--- src/rtl/regdump_pkg.sv ---
// Shared definitions for the regfile dump master: FSM state encoding,
// the XZR index and default widths for the 32x64 LEGv8 register file.
package regdump_pkg;

    localparam int N_REGS_DEF = 32;
    localparam int DW_DEF     = 64;
    localparam int AW_DEF     = 5;

    // X31 is the zero register; its beat always carries 0.
    localparam logic [4:0] XZR_IDX = 5'd31;

    typedef enum logic [2:0] {
        IDLE = 3'd0,
        READ = 3'd1,
        HOLD = 3'd2,
        CSUM = 3'd3,
        DONE = 3'd4
    } state_t;

endpackage

--- src/rtl/regfile_dump.sv ---
// regfile_dump: walks X0..X(N_REGS-1) through one regfile read port and
// streams each value out on a valid/ready beat interface.
// Optional feature macro: DUMP_CHECKSUM_EN appends one XOR-checksum beat
// after the last register beat.
module regfile_dump
    import regdump_pkg::*;
#(
    parameter int N_REGS = N_REGS_DEF,
    parameter int DW     = DW_DEF,
    parameter int AW     = AW_DEF
) (
    input  logic          clk,
    input  logic          reset,
    input  logic          start,
    output logic          busy,
    output logic          done,
    output logic [AW-1:0] ra,
    input  logic [DW-1:0] rd,
    output logic          dump_valid,
    input  logic          dump_ready,
    output logic [AW-1:0] dump_idx,
    output logic [DW-1:0] dump_data,
    output logic          dump_is_csum
);

    localparam logic [AW:0]   PTR_END  = (AW+1)'(N_REGS);
    localparam logic [AW-1:0] LAST_IDX = AW'(N_REGS - 1);
    localparam logic [AW:0]   PTR_ONE  = (AW+1)'(1);

    state_t      state;
    logic [AW:0] ptr;      // one bit wider so it can rest at N_REGS
    logic        fire;
    logic        last_beat;

`ifdef DUMP_CHECKSUM_EN
    logic [DW-1:0] csum;
`else
    assign dump_is_csum = 1'b0;
`endif

    assign fire      = dump_valid & dump_ready;
    assign last_beat = (dump_idx == LAST_IDX);

    // Pointer parks at N_REGS after the last capture; clamp so the read stays in range.
    assign ra = (ptr == PTR_END) ? LAST_IDX : ptr[AW-1:0];

    // Dump FSM with registered beat, busy and done outputs.
    always_ff @(posedge clk or negedge reset) begin
        if (!reset) begin
            state      <= IDLE;
            ptr        <= '0;
            busy       <= 1'b0;
            done       <= 1'b0;
            dump_valid <= 1'b0;
            dump_idx   <= '0;
            dump_data  <= '0;
`ifdef DUMP_CHECKSUM_EN
            dump_is_csum <= 1'b0;
            csum         <= '0;
`endif
        end else begin
            done <= 1'b0;
            case (state)
                IDLE: begin
                    if (start) begin
                        state <= READ;
                        ptr   <= '0;
                        busy  <= 1'b1;
`ifdef DUMP_CHECKSUM_EN
                        csum  <= '0;
`endif
                    end
                end
                READ: begin
                    dump_data  <= rd;
                    dump_idx   <= ptr[AW-1:0];
                    ptr        <= ptr + PTR_ONE;
                    dump_valid <= 1'b1;
                    state      <= HOLD;
                end
                HOLD: begin
                    if (fire) begin
`ifdef DUMP_CHECKSUM_EN
                        csum <= csum ^ dump_data;
`endif
                        if (!last_beat) begin
                            // Back-to-back: the next register is read the same cycle the current beat leaves.
                            dump_data <= rd;
                            dump_idx  <= ptr[AW-1:0];
                            ptr       <= ptr + PTR_ONE;
                        end else begin
`ifdef DUMP_CHECKSUM_EN
                            // Index stays at the last register; data is the running XOR including this beat.
                            dump_data    <= csum ^ dump_data;
                            dump_is_csum <= 1'b1;
                            state        <= CSUM;
`else
                            dump_valid <= 1'b0;
                            done       <= 1'b1;
                            state      <= DONE;
`endif
                        end
                    end
                end
`ifdef DUMP_CHECKSUM_EN
                CSUM: begin
                    if (fire) begin
                        dump_valid   <= 1'b0;
                        dump_is_csum <= 1'b0;
                        done         <= 1'b1;
                        state        <= DONE;
                    end
                end
`endif
                DONE: begin
                    busy  <= 1'b0;
                    state <= IDLE;
                end
                default: begin
                    state <= IDLE;
                end
            endcase
        end
    end

endmodule

--- config.mk ---
export PLATFORM = sky130hd
export DESIGN_NAME = regfile_dump
export DESIGN_NICKNAME = d
export VERILOG_FILES = /design/src/rtl/regdump_pkg.sv /design/src/rtl/regfile_dump.sv
export SDC_FILE = /design/constraint.sdc
export NUM_CORES = 1
export LEC_CHECK = 0
export ABC_AREA = 1
export CAP_MARGIN = 20
export CORE_UTILIZATION = 30
export DETAILED_ROUTE_END_ITERATION = 10
export GPL_ROUTABILITY_DRIVEN = 0
export MAX_ROUTING_LAYER = met4
export PLACE_DENSITY_LB_ADDON = 0.2
export SETUP_SLACK_MARGIN = 0.5
export SYNTH_ARGS = -nofsm -noshare
export SYNTH_HDL_FRONTEND = slang
export SYNTH_SLANG_ARGS = --single-unit
export TNS_END_PERCENT = 1
--- constraint.sdc ---
create_clock -name clk -period 4.8 [get_ports clk]
set_clock_uncertainty 0.2 [all_clocks]
set_input_delay 1.44 -clock clk [delete_from_list [all_inputs] [get_ports clk]]
set_output_delay 1.44 -clock clk [all_outputs]
set_load 0.05 [all_outputs]
=== After elaboration in Yosys (flattened, before gate mapping) ===
Index checks and enable logic that the tools add are counted.

* Output and inout bits: 78
* Word-level logic and storage cells: 50
* Bits in latches: 0
* Memory bits (read-only): 0
* Memory bits (writable): 0
* Flip-flop bits (word level): 81
* Memories: 0

* Divide/modulo/power cells: 0
* $add $sub $neg: 1
* Multipliers: 0
* Shift operators: 0
* Bitwise gates (word level): 1
* Multiplexer cells: 23
* Reductions and logical operators: 9
* Equal/unequal tests: 9
* $lt $le $gt $ge: 0

{| class="wikitable"
|+ Operators by type and width
! operator !! count
|-
| 2-to-1 mux 64 bit || 2
|-
| case mux 64 bit (2 select lines) || 1
|-
| 2-to-1 mux 6 bit || 3
|-
| case mux 6 bit (3 select lines) || 1
|-
| 2-to-1 mux 5 bit || 3
|-
| case mux 5 bit (2 select lines) || 1
|-
| 2-to-1 mux 3 bit || 3
|-
| case mux 3 bit (3 select lines) || 1
|-
| AND reduction 3 bit || 3
|-
| inequality test 2 bit, second input constant || 4
|-
| adder 6 x 1 -> 6 bit, second input constant || 1
|-
| equality test 6 bit, second input constant || 1
|-
| 2-to-1 mux 1 bit || 6
|-
| equality test 5 bit, second input constant || 1
|-
| case mux 1 bit (2 select lines) || 2
|-
| AND reduction 4 bit || 1
|-
| nonzero test 2 bit || 2
|-
| equality test 3 x 1 -> 1 bit, second input constant || 1
|-
| equality test 3 x 2 -> 1 bit, second input constant || 1
|-
| equality test 3 bit, second input constant || 1
|-
| logical NOT 3 bit || 1
|-
| nonzero test 3 bit || 1
|-
| AND reduction 2 bit || 1
|-
| AND 1 bit || 1
|}

=== Logic depth before layout (Yosys ltp) ===
Gate-level depths: netlist (run 1).

* Word-level depth: 4
* Gate-level depth with buffers: 9
* Depth with buffers taken out: 7

=== Least setup slack after synthesis (run 1) ===
Ideal clock, no wire load.

* Path type: reg-to-output
* Start: register ptr[2]
* End: output ra[0]
* Setup slack: 1958 ps
* Stages on the path, launching flop included: 5
* Arrival: 1202 ps
* Cells stage by stage: dfrtp_1 > clkbuf_1 > nor3_1 > nand3_1 > nand2_1

* Word-level cells in the longest chain between the ends: 2

{| class="wikitable"
|+ RTL lines
! element !! line !! RTL
|-
| from (decl) || regfile_dump.sv:31 || <nowiki>logic [AW:0] ptr;</nowiki>
|-
| from (signal assigned) || regfile_dump.sv:77 || <nowiki>ptr <= ptr + PTR_ONE;</nowiki>
|-
| from (signal assigned) || regfile_dump.sv:90 || <nowiki>ptr <= ptr + PTR_ONE;</nowiki>
|-
| equality test 6 bit || regfile_dump.sv:45 || <nowiki>assign ra = (ptr == PTR_END) ? LAST_IDX : ptr[AW-1:0];</nowiki>
|-
| 2-to-1 mux 5 bit || regfile_dump.sv:45 ||
|-
| to (decl) || regfile_dump.sv:17 || <nowiki>output logic [AW-1:0] ra,</nowiki>
|}

Every way passes these cells.

=== Worst setup path after layout (run 1) ===
* Start: register ptr[0]
* End: output ra[1]

The elaborated chain is that of the path after synthesis.

==> impl_metrics.tcl, run 1 <==
set metrics [dict create \
    place_area_mm2 0.00518 \
    maxSlewHeadroom_pct 64.0 \
    synth_xor_xnor_area_share_pct 0.474 \
    fmax_mhz 266 \
    avgSynthCellArea_um2 9.55 \
    holdWs_ns 0.278 \
    ys_top_cells_by_area "dfrtp_1 55%, o21ai_2 14%, nand2_1 10%" \
    syn2layout_area_growth_pct 49.3 \
    power_mw 2.54 \
    yosys-mux-area-fraction_pct 0 \
    yosys.area.top_type "dfrtp_1" \
    tns_ns 0 \
    die_w_um 113 \
    fin_ws_ns 1.04 \
    route.detailed.wl_per_inst_um 12.0 \
    synthCells 387 \
    htree_levels 3 \
    synth_cell_types 27 \
    vias_per_cell 4.25 \
    drc 0 \
    die-area_mm2 0.0128 \
    ys_warn_count 0 \
    hold_depth 2 \
    cts_tree "yes" \
    core_mm2 0.0120 \
    synthArstFlopShare_pct 100 \
    cts_buffer_depth 2 \
    grt_max_degree 93 \
    ctsResizeCount 0 \
    cts_hold_buf 0 \
    endpoint_kind "output pin" \
    rr_startpoint "state[2]$_DFFE_PN0P_" \
    die_height_um 113 \
    start_util_pct 30.8 \
    min_from "dump_data[10]$_DFFE_PN0P_" \
    syn_area_mm2 0.00369 \
    max_stage_delay_ns 0.81 \
    cp.depth 5 \
    ys_seq_area_share_pct 54.9 \
    port_buffers 144 \
    routed-via-count 2888 \
    synth_top_family_by_area "compound AO/OA/AOI/OAI gates" \
    critPathLaunch "ptr[0]$_DFFE_PN0P_" \
    cts.reportedPaths.clkPinSlew_ns 0.06 \
    finalCriticalPeriod_ns 3.76 \
    worst_ep_arrival_time_ns 2.12 \
    worstMarginPinSlew_ns 0.538 \
    synth_adder_area_share_pct 0.677 \
    antenna_found_initial 0 \
    r2r_cells 5 \
    drtPass1Iterations 4 \
    synth_top_area_share_pct 54.9 \
    num_io_pins 146 \
    track_usage_pct 14.0 \
    clkPwrFrac_pct 27.8 \
    hp-class "reg2reg" \
    placed_cells 663 \
    p_per_area_mw_per_mm2 461 \
    rsz0062_at_grt "false" \
    switching_power_mw 0.970 \
    insertion_delay_ns 0.33 \
    synth_edf_count 0 \
    cp_max_fo 5 \
    post-place-ws_ns 1.40 \
    dp_hpwl_um 5650 \
    ys_ff_latch 81 \
    grt_pass1_wl_um 13600 \
    max_cap_violations 0 \
    synth_fp_nets 457 \
    layout-drive-gt1-share_pct 15.9 \
    detail-route-antenna-nets 0 \
    postCtsSetupRepairBufs 0 \
    overflow 0 \
    fin_nets 598 \
    crit_family "buffers and inverters" \
    diodes 0 \
    slowest_stage "clkdlybuf4s50_1" \
    swShare_pct 38.2 \
    synth_flop_cell "dfrtp_1" \
    cts_buffers 9 \
    critPathKind "reg2out" \
    hold_viol 0 \
    grt_pass1_vias 2761 \
    first_iter_violations 99 \
    seqPwrFrac_pct 34.6 \
    power.internal_mw 1.57 \
    placementRows 40 \
    synthSimpleGateAreaFrac_pct 14.4 \
    drt_wl_total_um 8170 \
    fin_crit_sh_pct 78.4 \
    combinationalPowerShare_pct 37.6 \
    setup_viol 0 \
    required_ns 3.16 \
    outcome "finished, final reports clean" \
    fin_util_pct 45.9 \
    synth_compound_area_share_pct 16.8 \
    cp_cell_sequence "inv_1 > ha_1 > nand3_1 > nand2_1 > clkdlybuf4s50_1" \
    start_kind "flop" \
    cts_root_buf "clkbuf_16" \
    clock_sinks 81 \
    finalMaxSlewViolations 0 \
    fin_cells 680 \
    final_area_mm2 0.00552 \
    p_leak_nw 2.63 \
    ir_drop_v 0.000286 \
    path_buf_inv 2 \
]
## sequential cells by signal, indices dropped and copies added, names as in the netlist
register / cells
done: 1
busy: 1
state: 3
dump_valid: 1
dump_idx: 5
dump_data: 64
ptr: 6
## worst reg2reg max path: stages (launching register included)
cell and delay [ns]:
dfrtp_1 0.42, nor2_2 0.18, nand3_1 0.24, nand3_4 0.19, buf_12 0.35, o21ai_0 0.23
## final timing paths
check,to,slack [ns]
worst max-delay path,ra[1],1.04
worst min-delay path,dump_data[10]$_DFFE_PN0P_,0.28
worst max register to register,dump_data[23]$_DFFE_PN0P_,2.84
worst min register to register,dump_data[10]$_DFFE_PN0P_,0.28
max in group asynchronous,dump_data[26]$_DFFE_PN0P_,2.93
min in group asynchronous,dump_data[50]$_DFFE_PN0P_,0.87
## cell families (layout without fill, tap and decap cells)
| family | after synthesis | count (layout) |
|---|---|---|
| fa+ha+maj | 2 | 2 |
| flops | 81 | 81 |
| other cells | 1 | 1 |
| compound gates | 77 | 77 |
| buf+inv | 95 | 241 |
| xor+xnor | 2 | 2 |
| simple gates | 129 | 129 |
## Yosys cell counts (2+ instances only)
library cell,instances
a21oi_1,4
nand4_1,2
ha_1,2
nand2_2,3
o21ai_2,61
nand3_1,9
o21ai_0,10
nor2_1,11
buf_6,13
inv_1,77
nand2_1,99
dfrtp_1,81
## area by class of cell
class	count	area [µm²]
well taps	147	184
repair buffers	147	1510
clock buffers	14	274
multi-input cells	211	1200
clock inverters	2	35.0
inverters	78	293
fillers	1187	6490
flip-flops and latches	81	2030
## power by group through the flow
stage	Sequential [mW]	Combinational, mW	Clock, mW
final	0.879	0.956	0.707
after global routing	0.893	1.01	0.762
after floorplan	1.20	0.321	0
after detailed placement	0.889	0.960	0
after CTS	0.879	0.963	0.739
after global placement	0.883	0.956	0
## cells in the final DEF (no fill, tap or decap)
cell / netlist / routed
clkbuf_16: 0 / 9
clkinv_2: 0 / 1
nor4_1: 1 / 1
xnor2_1: 1 / 1
nand2_2: 3 / 3
buf_16: 0 / 1
nor3b_1: 1 / 1
nand2_1: 99 / 99
nand4_1: 2 / 2
nand3_1: 9 / 9
inv_1: 77 / 77
nand3_4: 1 / 1
nor3_1: 1 / 1
bufinv_16: 0 / 1
buf_12: 0 / 2
o21bai_1: 1 / 1
a21oi_1: 4 / 4
nor2_2: 1 / 1
xor2_1: 1 / 1
clkdlybuf4s50_1: 0 / 143
o21ai_2: 61 / 61
dfrtp_1: 81 / 81
buf_4: 1 / 1
ha_1: 2 / 2
nor2_1: 11 / 11
inv_2: 1 / 1
o211ai_1: 1 / 1
conb_1: 1 / 1
clkbuf_8: 0 / 3
clkbuf_1: 1 / 2
o21ai_0: 10 / 10
## metal layers
metal,track usage (%),vias to the layer above,wire [µm]
li1,-,1458,-
met1,18.3,1328,3710
met2,20.2,92,3840
met3,3.48,10,494
met4,7.02,0,135
met5,-,-,0
(Power assumes the default switching activity.)
==> run 2: changes to the inputs <==
==> constraint.sdc (replaced) <==
create_clock -name clk -period 3.92 [get_ports clk]
set_clock_uncertainty 0.2 [all_clocks]
set_input_delay 1.176 -clock clk [delete_from_list [all_inputs] [get_ports clk]]
set_output_delay 1.176 -clock clk [all_outputs]
set_load 0.05 [all_outputs]
==> impl_metrics.tcl, run 2 (synthesis results as in run 1) <==
set metrics [dict create \
    most-common-layout-cells "141 x clkdlybuf4s50_1, 99 x nand2_1, 81 x dfrtp_1, 77 x inv_1, 61 x o21ai_2" \
    reg_top3 "dump_data x64, ptr x6, dump_idx x5" \
    p_per_area_mw_per_mm2 579 \
    largest_reg_flops 64 \
    ir_drop_v 0.000400 \
    grt_max_degree 82 \
    max_cap_violations 0 \
    die_height_um 113 \
    worstMarginPinSlew_ns 0.557 \
    fin_crit_sh_pct 89.4 \
    die-area_mm2 0.0128 \
    hp-class "reg2reg" \
    overflow 0 \
    routed-via-count 2865 \
    vias_per_cell 4.21 \
    top_register "dump_data" \
    diodes 0 \
    track_usage_pct 14.1 \
    start_kind "flop" \
    finalCriticalPeriod_ns 3.50 \
    maxSlewHeadroom_pct 62.8 \
    slowest_stage "clkdlybuf4s50_1" \
    drtPass1Iterations 6 \
    clock_sinks 81 \
    crit_family "buffers and inverters" \
    cts_buffer_depth 2 \
    num_io_pins 146 \
    syn2layout_area_growth_pct 50.6 \
    final_common_cell "clkdlybuf4s50_1" \
    antenna_found_initial 0 \
    cts.reportedPaths.clkPinSlew_ns 0.06 \
    outcome "finished, final reports clean" \
    layout-drive-gt1-share_pct 16.5 \
    cp_cell_sequence "inv_1 > ha_1 > nand3_1 > nand2_1 > clkdlybuf4s50_1" \
    required_ns 2.54 \
    start_util_pct 30.8 \
    cts_hold_buf 0 \
    endpoint_kind "output pin" \
    port_buffers 144 \
    grt_pass1_vias 2790 \
    path_buf_inv 2 \
    detail-route-antenna-nets 0 \
    cts_tree "yes" \
    core_mm2 0.0120 \
    insertion_delay_ns 0.33 \
    fin_nets 599 \
    drt_wl_total_um 8180 \
    first_iter_violations 145 \
    placementRows 40 \
    worst_ep_arrival_time_ns 2.13 \
    grt_pass1_wl_um 13500 \
    cts_root_buf "clkbuf_16" \
    postCtsSetupRepairBufs 0 \
    drc 0 \
    hold_viol 0 \
    max_stage_delay_ns 0.80 \
    htree_levels 3 \
    cts_buffers 9 \
    route.detailed.wl_per_inst_um 12.0 \
    fmax_mhz 285 \
    die_w_um 113 \
    cp_max_fo 5 \
    finalMaxSlewViolations 0 \
    setup_viol 0 \
    tns_ns 0 \
    critPathKind "reg2out" \
    rsz0062_at_grt "true" \
    fin_util_pct 46.3 \
    dp_hpwl_um 5700 \
    p_leak_nw 2.67 \
]
-- run 2: cell types whose count changed in the layout (fill, tap and decap cells not counted) --
cell | previous run | this run
clkbuf_1 | 2 | 0
clkbuf_8 | 3 | 1
buf_12 | 2 | 4
dlygate4sd2_1 | 0 | 1
bufinv_16 | 1 | 3
buf_16 | 1 | 0
dlymetal6s2s_1 | 0 | 1
clkinv_2 | 1 | 3
clkdlybuf4s50_1 | 143 | 141
-- run 2: layout make-up --
class                      count  area (µm²)
clock buffer                  10         239
clock inverter                 6         105
fill                        1180        6450
inverter                      78         293
multi-input combinational    211        1200
sequential                    81        2030
tap                          147         184
timing repair buffer         148        1520
-- run 2: what timing repair did --
action	4_1_cts	5_1_grt
gates resized for setup	1	1
endpoints found under the hold margin	0	0
pin swaps	0	0
setup endpoints to repair	5	4
-- run 2: stage by stage --
stage	cells	power (mW)	setup WS, ns	area [µm²]	hold WS [ns]
2_1_floorplan	387	1.86	1.34	3690	0.290
3_3_place_gp	664	2.26	0.704	5200	0.263
3_5_place_dp	664	2.27	0.694	5200	0.267
4_1_cts	680	3.26	0.404	5540	0.283
5_1_grt	681	3.38	0.312	5570	0.291
6_report	681	3.22	0.417	5570	0.277
-- run 2: report_power, final --
group | internal, mW | total, mW | switching [mW] | leakage (nW)
Combinational | 0.408 | 1.17 | 0.763 | 1.51
Clock | 0.636 | 0.974 | 0.338 | 0.172
Sequential | 0.970 | 1.08 | 0.105 | 0.991
-- run 2: worst paths after layout --
check / start / to / slack (ns) / cells after the start
worst min register to register: dump_data[9]$_DFFE_PN0P_ / dump_data[9]$_DFFE_PN0P_ / 0.28 / 2
max in group asynchronous: reset / dump_data[21]$_DFFE_PN0P_ / 2.29 / 2
min in group asynchronous: reset / dump_data[49]$_DFFE_PN0P_ / 0.62 / 1
worst max register to register: state[2]$_DFFE_PN0P_ / dump_data[36]$_DFFE_PN0P_ / 1.87 / 7
worst min-delay path: dump_data[9]$_DFFE_PN0P_ / dump_data[9]$_DFFE_PN0P_ / 0.28 / 2
worst max-delay path: ptr[0]$_DFFE_PN0P_ / ra[4] / 0.42 / 5
-- run 2: layer usage --
| metal | wire length, µm | up-vias | global-route usage, % |
|---|---|---|---|
| met5 | 0 | - | - |
| met4 | 161 | 0 | 6.05 |
| met3 | 527 | 16 | 4.39 |
| met2 | 3780 | 92 | 20.7 |
| met1 | 3710 | 1297 | 17.8 |
| li1 | - | 1460 | - |
-- run 2: worst register-to-register path, stage by stage (launching register included) --
cell and delay (ns):
dfrtp_1 0.42, nor2_2 0.18, nand2_2 0.11, nand2_2 0.14, nand3_4 0.37, buf_12 0.35
nand2_1 0.13, o21ai_2 0.05
